$ cat src/rtl/ecc_io_ctrl.sv
// Serial operand loader / result unloader around a scalar-multiply core.
// Optional RUN watchdog enabled by defining ECC_IO_CTRL_WATCHDOG_EN.
module ecc_io_ctrl #(
  parameter int unsigned DATA_W  = 32,
  parameter int unsigned NIB_W   = 4,
  parameter int unsigned TIMEOUT = 4096
) (
  input  logic              i_clk,
  input  logic              i_rst,
  input  logic              i_start,
  input  logic [NIB_W-1:0]  a,
  input  logic [NIB_W-1:0]  prime,
  input  logic [NIB_W-1:0]  k,
  input  logic [NIB_W-1:0]  Px,
  input  logic [NIB_W-1:0]  Py,
  output logic              o_core_start,
  output logic [DATA_W-1:0] o_a,
  output logic [DATA_W-1:0] o_prime,
  output logic [DATA_W-1:0] o_k,
  output logic [DATA_W-1:0] o_px,
  output logic [DATA_W-1:0] o_py,
  input  logic              i_core_done,
  input  logic [DATA_W-1:0] i_core_x,
  input  logic [DATA_W-1:0] i_core_y,
  output logic [NIB_W-1:0]  kPx,
  output logic [NIB_W-1:0]  kPy,
  output logic              done,
  output logic              o_busy,
  output logic              o_err
);

  localparam int unsigned NIBS = DATA_W / NIB_W;
  localparam int unsigned CntW = (NIBS > 1) ? $clog2(NIBS) : 1;
  localparam logic [CntW-1:0] LastNib = CntW'(NIBS - 1);

  typedef enum logic [2:0] {StIdle, StLoad, StRun, StDone, StOut} state_e;

  state_e            state_q, state_d;
  logic [CntW-1:0]   cnt_q, cnt_d;
  logic [CntW-1:0]   load_idx;
  logic              first_q, first_d;
  logic              load_en, res_en;
  int unsigned       load_off, out_off;

  logic [DATA_W-1:0] a_q, prime_q, k_q, px_q, py_q;
  logic [DATA_W-1:0] x_q, y_q;

`ifdef ECC_IO_CTRL_WATCHDOG_EN
  localparam int unsigned WdW = $clog2(TIMEOUT + 1);
  logic [WdW-1:0] wd_q, wd_d;
  logic           err_q, err_d;
`else
  logic unused_timeout;
  assign unused_timeout = (TIMEOUT != 0);
`endif

  always_comb begin
    state_d  = state_q;
    cnt_d    = cnt_q;
    first_d  = 1'b0;
    load_en  = 1'b0;
    res_en   = 1'b0;
    // Nibble 0 is captured in IDLE itself, so the slice index is forced there.
    load_idx = (state_q == StIdle) ? '0 : cnt_q;
`ifdef ECC_IO_CTRL_WATCHDOG_EN
    wd_d     = wd_q;
    err_d    = 1'b0;
`endif
    unique case (state_q)
      StIdle: begin
        if (i_start) begin
          load_en = 1'b1;
          cnt_d   = CntW'(1);
          state_d = StLoad;
        end
      end
      StLoad: begin
        load_en = 1'b1;
        if (cnt_q == LastNib) begin
          cnt_d   = '0;
          first_d = 1'b1;
          state_d = StRun;
`ifdef ECC_IO_CTRL_WATCHDOG_EN
          wd_d    = '0;
`endif
        end else begin
          cnt_d = cnt_q + 1'b1;
        end
      end
      StRun: begin
        // A completion seen in the launch cycle belongs to no job of ours.
        if (!first_q && i_core_done) begin
          res_en  = 1'b1;
          state_d = StDone;
        end
`ifdef ECC_IO_CTRL_WATCHDOG_EN
        else if (wd_q == WdW'(TIMEOUT - 1)) begin
          err_d   = 1'b1;
          state_d = StIdle;
        end else begin
          wd_d = wd_q + 1'b1;
        end
`endif
      end
      StDone: begin
        cnt_d   = '0;
        state_d = StOut;
      end
      StOut: begin
        if (cnt_q == LastNib) begin
          cnt_d   = '0;
          state_d = StIdle;
        end else begin
          cnt_d = cnt_q + 1'b1;
        end
      end
      default: begin
        cnt_d   = '0;
        state_d = StIdle;
      end
    endcase
  end

  always_comb begin
    load_off = 32'(load_idx) * NIB_W;
    out_off  = 32'(cnt_q) * NIB_W;
  end

  always_ff @(posedge i_clk) begin
    if (i_rst) begin
      state_q <= StIdle;
      cnt_q   <= '0;
      first_q <= 1'b0;
      a_q     <= '0;
      prime_q <= '0;
      k_q     <= '0;
      px_q    <= '0;
      py_q    <= '0;
      x_q     <= '0;
      y_q     <= '0;
    end else begin
      state_q <= state_d;
      cnt_q   <= cnt_d;
      first_q <= first_d;
      if (load_en) begin
        a_q[load_off +: NIB_W]     <= a;
        prime_q[load_off +: NIB_W] <= prime;
        k_q[load_off +: NIB_W]     <= k;
        px_q[load_off +: NIB_W]    <= Px;
        py_q[load_off +: NIB_W]    <= Py;
      end
      if (res_en) begin
        x_q <= i_core_x;
        y_q <= i_core_y;
      end
    end
  end

`ifdef ECC_IO_CTRL_WATCHDOG_EN
  always_ff @(posedge i_clk) begin
    if (i_rst) begin
      wd_q  <= '0;
      err_q <= 1'b0;
    end else begin
      wd_q  <= wd_d;
      err_q <= err_d;
    end
  end
  assign o_err = err_q;
`else
  assign o_err = 1'b0;
`endif

  assign o_core_start = (state_q == StRun) && first_q;
  assign done         = (state_q == StDone);
  assign o_busy       = (state_q != StIdle);
  assign kPx          = (state_q == StOut) ? x_q[out_off +: NIB_W] : '0;
  assign kPy          = (state_q == StOut) ? y_q[out_off +: NIB_W] : '0;
  assign o_a          = a_q;
  assign o_prime      = prime_q;
  assign o_k          = k_q;
  assign o_px         = px_q;
  assign o_py         = py_q;

endmodule
$ cat config.mk
export PLATFORM = sky130hd
export DESIGN_NAME = ecc_io_ctrl
export DESIGN_NICKNAME = d
export VERILOG_FILES = /design/src/rtl/ecc_io_ctrl.sv
export SDC_FILE = /design/constraint.sdc
export NUM_CORES = 1
export LEC_CHECK = 0
export BUFFER_PORTS_ARGS = -buffer_cell sky130_fd_sc_hd__buf_2
export CAP_MARGIN = 20
export CELL_PAD_IN_SITES_DETAIL_PLACEMENT = 1
export CELL_PAD_IN_SITES_GLOBAL_PLACEMENT = 1
export CORE_MARGIN = 2
export CORE_UTILIZATION = 42
export CTS_CLUSTER_SIZE = 8
export DETAILED_ROUTE_END_ITERATION = 16
export PLACE_DENSITY = 0.82
export SYNTH_ARGS = -nofsm -noshare
export SYNTH_HDL_FRONTEND = slang
export SYNTH_SLANG_ARGS = --single-unit
$ cat constraint.sdc
create_clock -name i_clk -period 4 [get_ports i_clk]
set_input_delay 0.8 -clock i_clk [delete_from_list [all_inputs] [get_ports i_clk]]
set_output_delay 0.8 -clock i_clk [all_outputs]
set_load 0.02 [all_outputs]
# Word level (Yosys, flattened, before mapping)
# Cells that the tools add are included.
word_totals:
  regBits: 231
  in_bits: 88
  output_inout_bits: 172
classes:
  n_addsub: 2
  n_eq_ne: 9
  shifts: 8
  n_mux: 20
  bitwise_logic: 2
  n_reduce_logical: 9
ops:
  columns: ["cell", "n"]
  rows:
  - ["4-bit by 34-bit indexed part select with 32-bit output", 5]
  - ["32-bit bitwise mux", 5]
  - ["32-bit by 6-bit indexed part select with 4-bit output", 2]
  - ["5-bit negation with 34-bit output", 1]
  - ["4-bit by 34-bit variable shift with 32-bit output, first input constant", 1]
  - ["3-bit two-way mux", 6]
  - ["3-bit one-hot mux with 5 select lines", 1]
  - ["3-bit one-hot mux with 3 select lines", 1]
  - ["4-bit two-way mux", 2]
  - ["2-bit != test, second input constant", 4]
  - ["3-bit by 2-bit equality test with 1-bit output, second input constant", 2]
  - ["3-bit equality test, second input constant", 2]
  - ["1-bit two-way mux", 4]
  - ["4-bit AND reduction", 1]
  - ["2-bit OR reduction", 2]
  - ["3-bit by 1-bit adder with 3-bit output, second input constant", 1]
  - ["3-bit by 1-bit equality test with 1-bit output, second input constant", 1]
  - ["3-bit zero test", 1]
  - ["3-bit nonzero test", 1]
  - ["1-bit logical AND", 2]
  - ["1-bit inverter", 2]
  - ["1-bit one-hot mux with 2 select lines", 1]
  - ["2-bit AND reduction", 1]
  - ["1-bit zero test", 1]

# Longest topological paths before layout
# Gate-level depths: netlist of the first run.
logic_depth:
  depth_word: 5
  mapped_depth: 11

# Worst setup path before layout of the first run
# Ideal clock, no wire load.
synth_path:
  path_type: "register to register"
  start: "reg state_q[0]"
  end: "reg k_q[5], in the netlist o_k[5]"
  setup_ns: 0.070
  arrival_time_ns: 2.674
  t_required_ns: 3.930
  setup_slack_ns: 1.256
  path_stages_with_launch: 12
  path_buffers: 4
  period_less_slack_ns: 2.744
  cell_sequence: "dfxtp_1 -> or3_1 -> buf_2 -> clkbuf_1 -> nand2_1 -> ha_1 -> ha_1 -> clkbuf_1 -> o311a_1 -> clkbuf_1 -> nand4_1 -> a21oi_1"
synth_between:
  elab_chain_cells: 5
  elab_cells_between_ends: 8
  classes_between: "1 x add/sub; 1 x eq/ne; 2 x shift; 3 x mux; 1 x reduce/logical"
synth_rtl:
  columns: ["element", "line_no", "rtl"]
  rows:
  - ["start, declared", "38", "state_e state_q, state_d;"]
  - ["start signal, assigned", "131", "state_q <= StIdle;"]
  - ["start signal, assigned", "142", "state_q <= state_d;"]
  - ["3-bit zero test", "64, 69", null]
  - ["3-bit two-way mux", "64", "load_idx = (state_q == StIdle) ? '0 : cnt_q;"]
  - ["5-bit negation with 34-bit output", "148", "k_q[load_off +: NIB_W] <= k;"]
  - ["4-bit by 34-bit indexed part select with 32-bit output or 4-bit by 34-bit variable shift with 32-bit output (tied branches)", "148", null]
  - ["32-bit bitwise mux", "148", null]
  - ["end signal, assigned by index", "148", null]
  - ["end, declared", "45", "logic [DATA_W-1:0] a_q, prime_q, k_q, px_q, py_q;"]
# Several ways; a longest one is shown, not always the timed one.
# A chain may end at the register's enable or synchronous reset.

# Worst setup path in the final report of the first run
layout_path:
  start: "reg cnt_q[0]"
  end: "out kPx[3]"
layout_between:
  elab_chain_cells: 2
layout_rtl:
  columns: ["element", "line_no", "rtl"]
  rows:
  - ["start, declared", "39", "logic [CntW-1:0] cnt_q, cnt_d;"]
  - ["start signal, assigned", "143", "cnt_q <= cnt_d;"]
  - ["32-bit by 6-bit indexed part select with 4-bit output", "177", "assign kPx = (state_q == StOut) ? x_q[out_off +: NIB_W] : '0;"]
  - ["4-bit two-way mux", "177", null]
  - ["end, declared", "25", "output logic [NIB_W-1:0] kPx,"]
# Every way passes these cells.

==> impl_metrics.env, run 1 <==
export IMPL_run_status="finished clean"
export IMPL_cp_data_arrival_time_ns=2.41
export IMPL_die_y_um=157.7
export IMPL_rsz0062_at_grt="no"
export IMPL_whs_endpoint="o_py[22]"
export IMPL_hold_path_depth=2
export IMPL_drive_gt1_share_pct=25.17
export IMPL_worstReg2RegStart="state_q[2]"
export IMPL_drt_iter0_drc=537
export IMPL_synth_compound_area_share_pct=17.20
export IMPL_grt_max_degree=100
export IMPL_p_leak_nw=5.297
export IMPL_port_buffer_count=258
export IMPL_seq_power_share_pct=43.7
export IMPL_synthSimpleGateAreaFrac_pct=18.90
export IMPL_pin_count=260
export IMPL_max_slew_margin_pct=27.35
export IMPL_htreeDepth=2
export IMPL_crit_required_ns=3.20
export IMPL_synth_adder_area_share_pct=0.6307
export IMPL_slew_viol_final=0
export IMPL_async_flop_share_pct=0
export IMPL_critPathMaxFanout=25
export IMPL_syn_inst=1125
export IMPL_root_buffer="clkbuf_16"
export IMPL_period_minus_slack_ns=3.210
export IMPL_finalPower_mw=5.379
export IMPL_place_congestion=0.7932
export IMPL_yosys_warnings=0
export IMPL_syn_avg_cell_area_um2=8.817
export IMPL_grt_use_total_pct=26.15
export IMPL_synthFlopType="dfxtp_1"
export IMPL_peakVddDrop_mv=0.2820
export IMPL_clock_latency_ns=0.51
export IMPL_critPathLaunchType="flip-flop"
export IMPL_firstDrtPassIters=5
export IMPL_hold_path_class="flip-flop to flip-flop"
export IMPL_vias=9300
export IMPL_p_switching_mw=1.343
export IMPL_worst_pin_slew_ns=1.090
export IMPL_cts_tree="yes"
export IMPL_setup_tns_ns=0
export IMPL_worstSetupEndpointType="output pin"
export IMPL_hold_viol=0
export IMPL_drt_wl_total_um=34010
export IMPL_fmaxAchievable_mhz=311.6
export IMPL_netlist_area_mm2=0.009920
export IMPL_timing_rr_end="o_a[0]"
export IMPL_grt_overflow_total=0
export IMPL_r2r_cells=8
export IMPL_grt_pass1_wl_um=51640
export IMPL_synth_edf_count=0
export IMPL_synth_seq_cells=231
export IMPL_netlist_cell_type_count=39
export IMPL_post_route_period_util_pct=80.24
export IMPL_wl_per_cell_um=20.70
export IMPL_crit_path_start="cnt_q[0]"
export IMPL_fp_coreArea_mm2=0.02333
export IMPL_critical_path_class="flip-flop to output pin"
export IMPL_numCtsBuffers=34
export IMPL_nets=1414
export IMPL_grt_pass1_vias=9426
export IMPL_synthToLayoutAreaGrowth_pct=24.05
export IMPL_syn_nets=1218
export IMPL_post_cts_buffers=0
export IMPL_fp_row_count=56
export IMPL_swShare_pct=24.97
export IMPL_drt_vias_per_instance=5.660
export IMPL_die_w_um=157.7
export IMPL_drcViolationCount=0
export IMPL_final_setup_viol_count=0
export IMPL_p_comb_share_pct=9.0
export IMPL_post_cts_resized=0
export IMPL_hp_start="o_py[22]"
export IMPL_hpwl_um=22030
export IMPL_grt_antenna_before_repair=1
export IMPL_cts_sinks=231
export IMPL_synth_xor_area_share_pct=0
export IMPL_power_internal_mw=4.036
export IMPL_reg2reg_slack_ns=0.82
export IMPL_start_util_pct=42.51
export IMPL_ctsLongestPathBuffers=3
export IMPL_cts_hold_buf=0
export IMPL_muxShareOfSynthArea_pct=11.40
export IMPL_skew_ns=0.01692
export IMPL_synth_top_family_by_area="simple AND/OR/NAND/NOR gates"
export IMPL_cts_clk_slew_worst_paths_ns=0.05
export IMPL_power_share_clock_pct=47.3
export IMPL_cap_viol_max_count=0
export IMPL_p_per_area_mw_per_mm2=437.1
export IMPL_seq_area_frac_synth_pct=46.62
export IMPL_antenna_left=0
export IMPL_die_area_mm2=0.02486
## flip-flops by register name, summed over array words and instances (netlist names)
register  flops
y_q          32
cnt_q         3
state_q       3
o_a          32
x_q          32
o_px         32
first_q       1
o_prime      32
o_py         32
o_k          32
## critical path, cell delays in order, from the launching register on
cell and delay (ns):
dfxtp_1 0.38, buf_4 0.28, nor2b_1 0.70, a22o_1 0.26, nor3_1 0.08, buf_2 0.19
## power groups by stage
stage	clock, mW	combinational [mW]	sequential, mW
finish	2.54	0.484	2.35
global route	2.69	0.516	2.35
CTS	2.59	0.481	2.35
detailed placement	0	0.477	2.40
global placement	0	0.468	2.39
floorplan	0	0.258	2.43
## layout make-up
| cell class | count | area, µm² |
|---|---|---|
| repair buffers | 285 | 1538 |
| clock inverters | 2 | 32.53 |
| diodes | 1 | 2.502 |
| multi-input cells | 769 | 4828 |
| clock buffers | 36 | 879.6 |
| fillers | 2772 | 11030 |
| flip-flops and latches | 231 | 4626 |
| well taps | 319 | 399.1 |
## how the worst max path moves through the flow
stage | slack, ns | depth (start not counted) | endpoint
after floorplan | 1.26 | 11 | o_k[5]
after global placement | 0.93 | 8 | o_prime[0]
after detailed placement | 0.82 | 8 | o_k[0]
after CTS | 0.79 | 5 | kPx[3]
after global routing | 0.67 | 8 | o_a[0]
final | 0.79 | 5 | kPx[3]
## metal layers
layer / share of wire (%) / track usage (%) / vias to the layer above
met4: 4.2 / 12.29 / 0
met1: 41 / 31.90 / 4528
met5: 0 / 0 / -
li1: - / - / 4395
met3: 6.2 / 4.845 / 78
met2: 49 / 44.51 / 299
## placed cells by master (no fill, tap or decap), types with 2 or more instances in the layout
cell       count
nand4_1       46
nand3b_1       2
and2_1         2
clkbuf_16     35
buf_4         24
nand2_1       25
o21ai_0      148
mux2i_1      113
and3b_1       11
buf_2        257
nand3_1      116
buf_12         3
a22o_1        16
dfxtp_1      230
or3_1          2
o211ai_1       4
nor2_1         9
nor3_1         9
clkinv_8       2
nor2b_1        9
nand4b_1       2
o311a_1        3
ha_1           5
a21oi_1      146
nand2b_1      83
## logic make-up (layout without fill, tap and decap cells)
kind of cell               Yosys count  after routing
AOI/OAI and AO/OA                  321            321
DFF                                231            231
other                                1              2
and+or+nand+nor                    329            329
muxes                              113            113
buffers and inverters              125            323
adders and majority gates            5              5
## cells in the mapped netlist, types with 3 or more instances
cell type / count / area [µm²]
nor2b_1: 10 / 62.56
nor3_1: 10 / 50.05
o311a_1: 3 / 30.03
mux2i_1: 113 / 1131
nor2_1: 10 / 37.54
a21oi_1: 146 / 730.7
buf_1: 9 / 33.78
a22o_1: 16 / 140.1
and3b_1: 12 / 105.1
nand2_1: 25 / 93.84
nand2b_1: 83 / 519.3
nand3_1: 116 / 580.6
dfxtp_1: 231 / 4624
o211ai_1: 4 / 30.03
nand4_1: 46 / 287.8
ha_1: 5 / 62.56
clkbuf_1: 90 / 337.8
buf_2: 23 / 115.1
o21ai_0: 148 / 740.7
## per-stage QoR
stage	util (%)	setup WS, ns	instance area, µm²	hold WS [ns]	instances
after CTS	52.56	0.7897	12260	0.4746	1640
after global placement	48.65	0.9332	11350	0.4569	1602
after detailed placement	48.65	0.8176	11350	0.4673	1602
final	52.74	0.7903	12310	0.4711	1643
after floorplan	-	1.256	9920	0.4532	1125
after global routing	52.74	0.6705	12310	0.4949	1643
Power figures use the tool's default switching activity.
==> run 2, diff against run 1 <==
- ABC_AREA: default -> 1
- CORE_UTILIZATION: 42 -> 37
- PLACE_DENSITY: 0.82 -> 0.77
- clock period: 4 -> 3.2 ns (I/O delays scaled with it)
==> impl_metrics.env, run 2 <==
export IMPL_die_area_mm2=0.02743
export IMPL_ctsLongestPathBuffers=3
export IMPL_synthToLayoutAreaGrowth_pct=24.64
export IMPL_firstDrtPassIters=4
export IMPL_drt_wl_total_um=32780
export IMPL_fill_cells=3339
export IMPL_drt_iter0_drc=501
export IMPL_post_cts_buffers=0
export IMPL_htreeDepth=2
export IMPL_power_share_clock_pct=32.5
export IMPL_worst_pin_slew_ns=0.6434
export IMPL_p_leak_nw=5.603
export IMPL_synth_top_area_share_pct=47.85
export IMPL_rsz0062_at_grt="no"
export IMPL_netlist_area_mm2=0.009664
export IMPL_whs_ns=0.3612
export IMPL_hold_path_class="primary input to flip-flop"
export IMPL_endpoint="kPx[3]"
export IMPL_max_slew_margin_pct=56.74
export IMPL_grt_use_total_pct=23.30
export IMPL_swShare_pct=37.74
export IMPL_setup_slack_ns=0.2338
export IMPL_fmaxAchievable_mhz=337.1
export IMPL_reg2reg_slack_ns=0.31
export IMPL_cts_sinks=231
export IMPL_critPathLaunchType="flip-flop"
export IMPL_grt_pass1_vias=9791
export IMPL_numCtsBuffers=34
export IMPL_post_cts_resized=0
export IMPL_netlist_cell_type_count=36
export IMPL_routed_top_layer="met4"
export IMPL_critPathMaxFanout=32
export IMPL_grt_antenna_before_repair=0
export IMPL_cp_slowest_cell="dfxtp_1"
export IMPL_utilization_pct=46.62
export IMPL_fp_row_count=59
export IMPL_antenna_left=0
export IMPL_nets=1661
export IMPL_fp_coreArea_mm2=0.02584
export IMPL_final_setup_viol_count=0
export IMPL_async_flop_share_pct=0
export IMPL_worstReg2RegStart="state_q[0]"
export IMPL_diodes=0
export IMPL_hold_viol=0
export IMPL_cts_tree="yes"
export IMPL_wl_per_cell_um=17.21
export IMPL_port_buffer_count=258
export IMPL_critical_path_class="flip-flop to output pin"
export IMPL_seq_power_share_pct=35.4
export IMPL_syn_avg_cell_area_um2=7.185
export IMPL_netlist_top_cells_count="nor2_1 (421), dfxtp_1 (231), o21ai_0 (188)"
export IMPL_r2r_cells=11
export IMPL_p_comb_share_pct=32.1
export IMPL_skew_ns=0.01489
export IMPL_timing_rr_end="o_prime[20]"
export IMPL_yosys_warnings=0
export IMPL_start_util_pct=37.40
export IMPL_synth_seq_cells=231
export IMPL_dr_wl_met2_um=15150
export IMPL_crit_required_ns=2.56
export IMPL_slowest_delay_ns=0.41
export IMPL_synth_top_cells_by_area="dfxtp_1 (48%), nor2_1 (16%), o21ai_0 (9.7%)"
export IMPL_crit_path_start="cnt_q[0]"
export IMPL_root_buffer="clkbuf_16"
export IMPL_grt_overflow_total=0
export IMPL_drive_gt1_share_pct=22.75
export IMPL_yosys_area_top_type="dfxtp_1"
export IMPL_grt_pass1_wl_um=52560
export IMPL_cap_viol_max_count=0
export IMPL_p_switching_mw=3.639
export IMPL_run_status="finished clean"
export IMPL_drcViolationCount=0
export IMPL_syn_nets=1438
export IMPL_wl_met1_um=14970
export IMPL_worstSetupEndpointType="output pin"
export IMPL_vias=9735
export IMPL_post_route_period_util_pct=92.69
export IMPL_power_internal_mw=6.003
export IMPL_synthFlopType="dfxtp_1"
export IMPL_synth_edf_count=0
export IMPL_final_cell_mix="nor2_1 (421), buf_2 (258), dfxtp_1 (231)"
export IMPL_cp_data_arrival_time_ns=2.33
export IMPL_place_congestion=0.8693
export IMPL_fin_cells=1904
export IMPL_die_y_um=165.6
export IMPL_syn_inst=1345
export IMPL_period_minus_slack_ns=2.966
export IMPL_die_w_um=165.6
export IMPL_grt_max_degree=87
export IMPL_clock_latency_ns=0.50
export IMPL_pin_count=260
export IMPL_setup_tns_ns=0
export IMPL_slew_viol_final=0
export IMPL_crit_chain="clkinv_1, buf_12, o21ai_0, o21ai_0, o21ai_0, a31oi_1, buf_2"
export IMPL_cts_hold_buf=0
export IMPL_seq_area_frac_synth_pct=47.85
export IMPL_final_common_cell="nor2_1"
export IMPL_p_per_area_mw_per_mm2=800.4
export IMPL_cts_clk_slew_worst_paths_ns=0.05
export IMPL_dp_slack_ns=0.3073
export IMPL_dp_cells=1866
export IMPL_peakVddDrop_mv=0.3333
export IMPL_cpMostUsedCell="o21ai_0"
export IMPL_synth_most_common_cell="nor2_1"
export IMPL_hpwl_um=23350
export IMPL_wl_met3_um=2001
export IMPL_drt_vias_per_instance=5.113
[run 2: per-stage QoR]
stage	power, mW	instance area [µm²]
detailed placement	6.532	11140
global route	10.21	12050
finish	9.642	12050
CTS	9.690	12030
global placement	6.452	11140
floorplan	5.612	9664
[run 2: power groups by stage]
| stage | Sequential [mW] | Combinational (mW) | Clock [mW] |
|---|---|---|---|
| floorplan | 3.61 | 2.01 | 0 |
| global placement | 3.45 | 3.00 | 0 |
| detailed placement | 3.46 | 3.07 | 0 |
| CTS | 3.41 | 3.09 | 3.19 |
| global route | 3.45 | 3.44 | 3.32 |
| finish | 3.41 | 3.10 | 3.13 |
[run 2: final cells by class]
| class | instances | area, µm² | share of cell area, % |
|---|---|---|---|
| inverters | 66 | 250.2 | 2.077 |
| flip-flops and latches | 231 | 4624 | 38.39 |
| clock inverters | 1 | 8.758 | 0.07271 |
| repair buffers | 281 | 1514 | 12.57 |
| clock buffers | 36 | 879.6 | 7.302 |
| well taps | 335 | 419.2 | 3.480 |
| multi-input cells | 954 | 4349 | 36.11 |
[run 2: how the worst min path moves through the flow]
stage / endpoint / start / cells past startpoint / slack [ns]
2_1_floorplan: x_q[12] / x_q[12] / 2 / 0.47
3_3_place_gp: o_k[23] / o_k[23] / 2 / 0.45
3_5_place_dp: o_py[23] / o_py[23] / 2 / 0.46
4_1_cts: y_q[18] / i_core_y[18] / 3 / 0.35
5_1_grt: y_q[5] / i_core_y[5] / 3 / 0.36
6_report: y_q[18] / i_core_y[18] / 3 / 0.36
[run 2: cell families after synthesis]
family,synth area share [%]
compound gates,17.00
flops,47.85
fa+ha+maj,0.6473
simple gates,27.20
buf+inv,7.263
other cells,0.03880
[run 2: per-layer routing]
metal	track usage, %	vias up
li1	-	4786
met5	0	-
met1	30.69	4663
met3	5.496	49
met2	38.34	237
met4	6.389	0
[run 2: critical path, delay by kind of cell (launching register included)]
| kind | cells | cell delay (ns) |
|---|---|---|
| AO/OA/AOI/OAI | 4 | 0.68 |
| flip-flops | 1 | 0.41 |
| buffers and inverters | 3 | 0.71 |
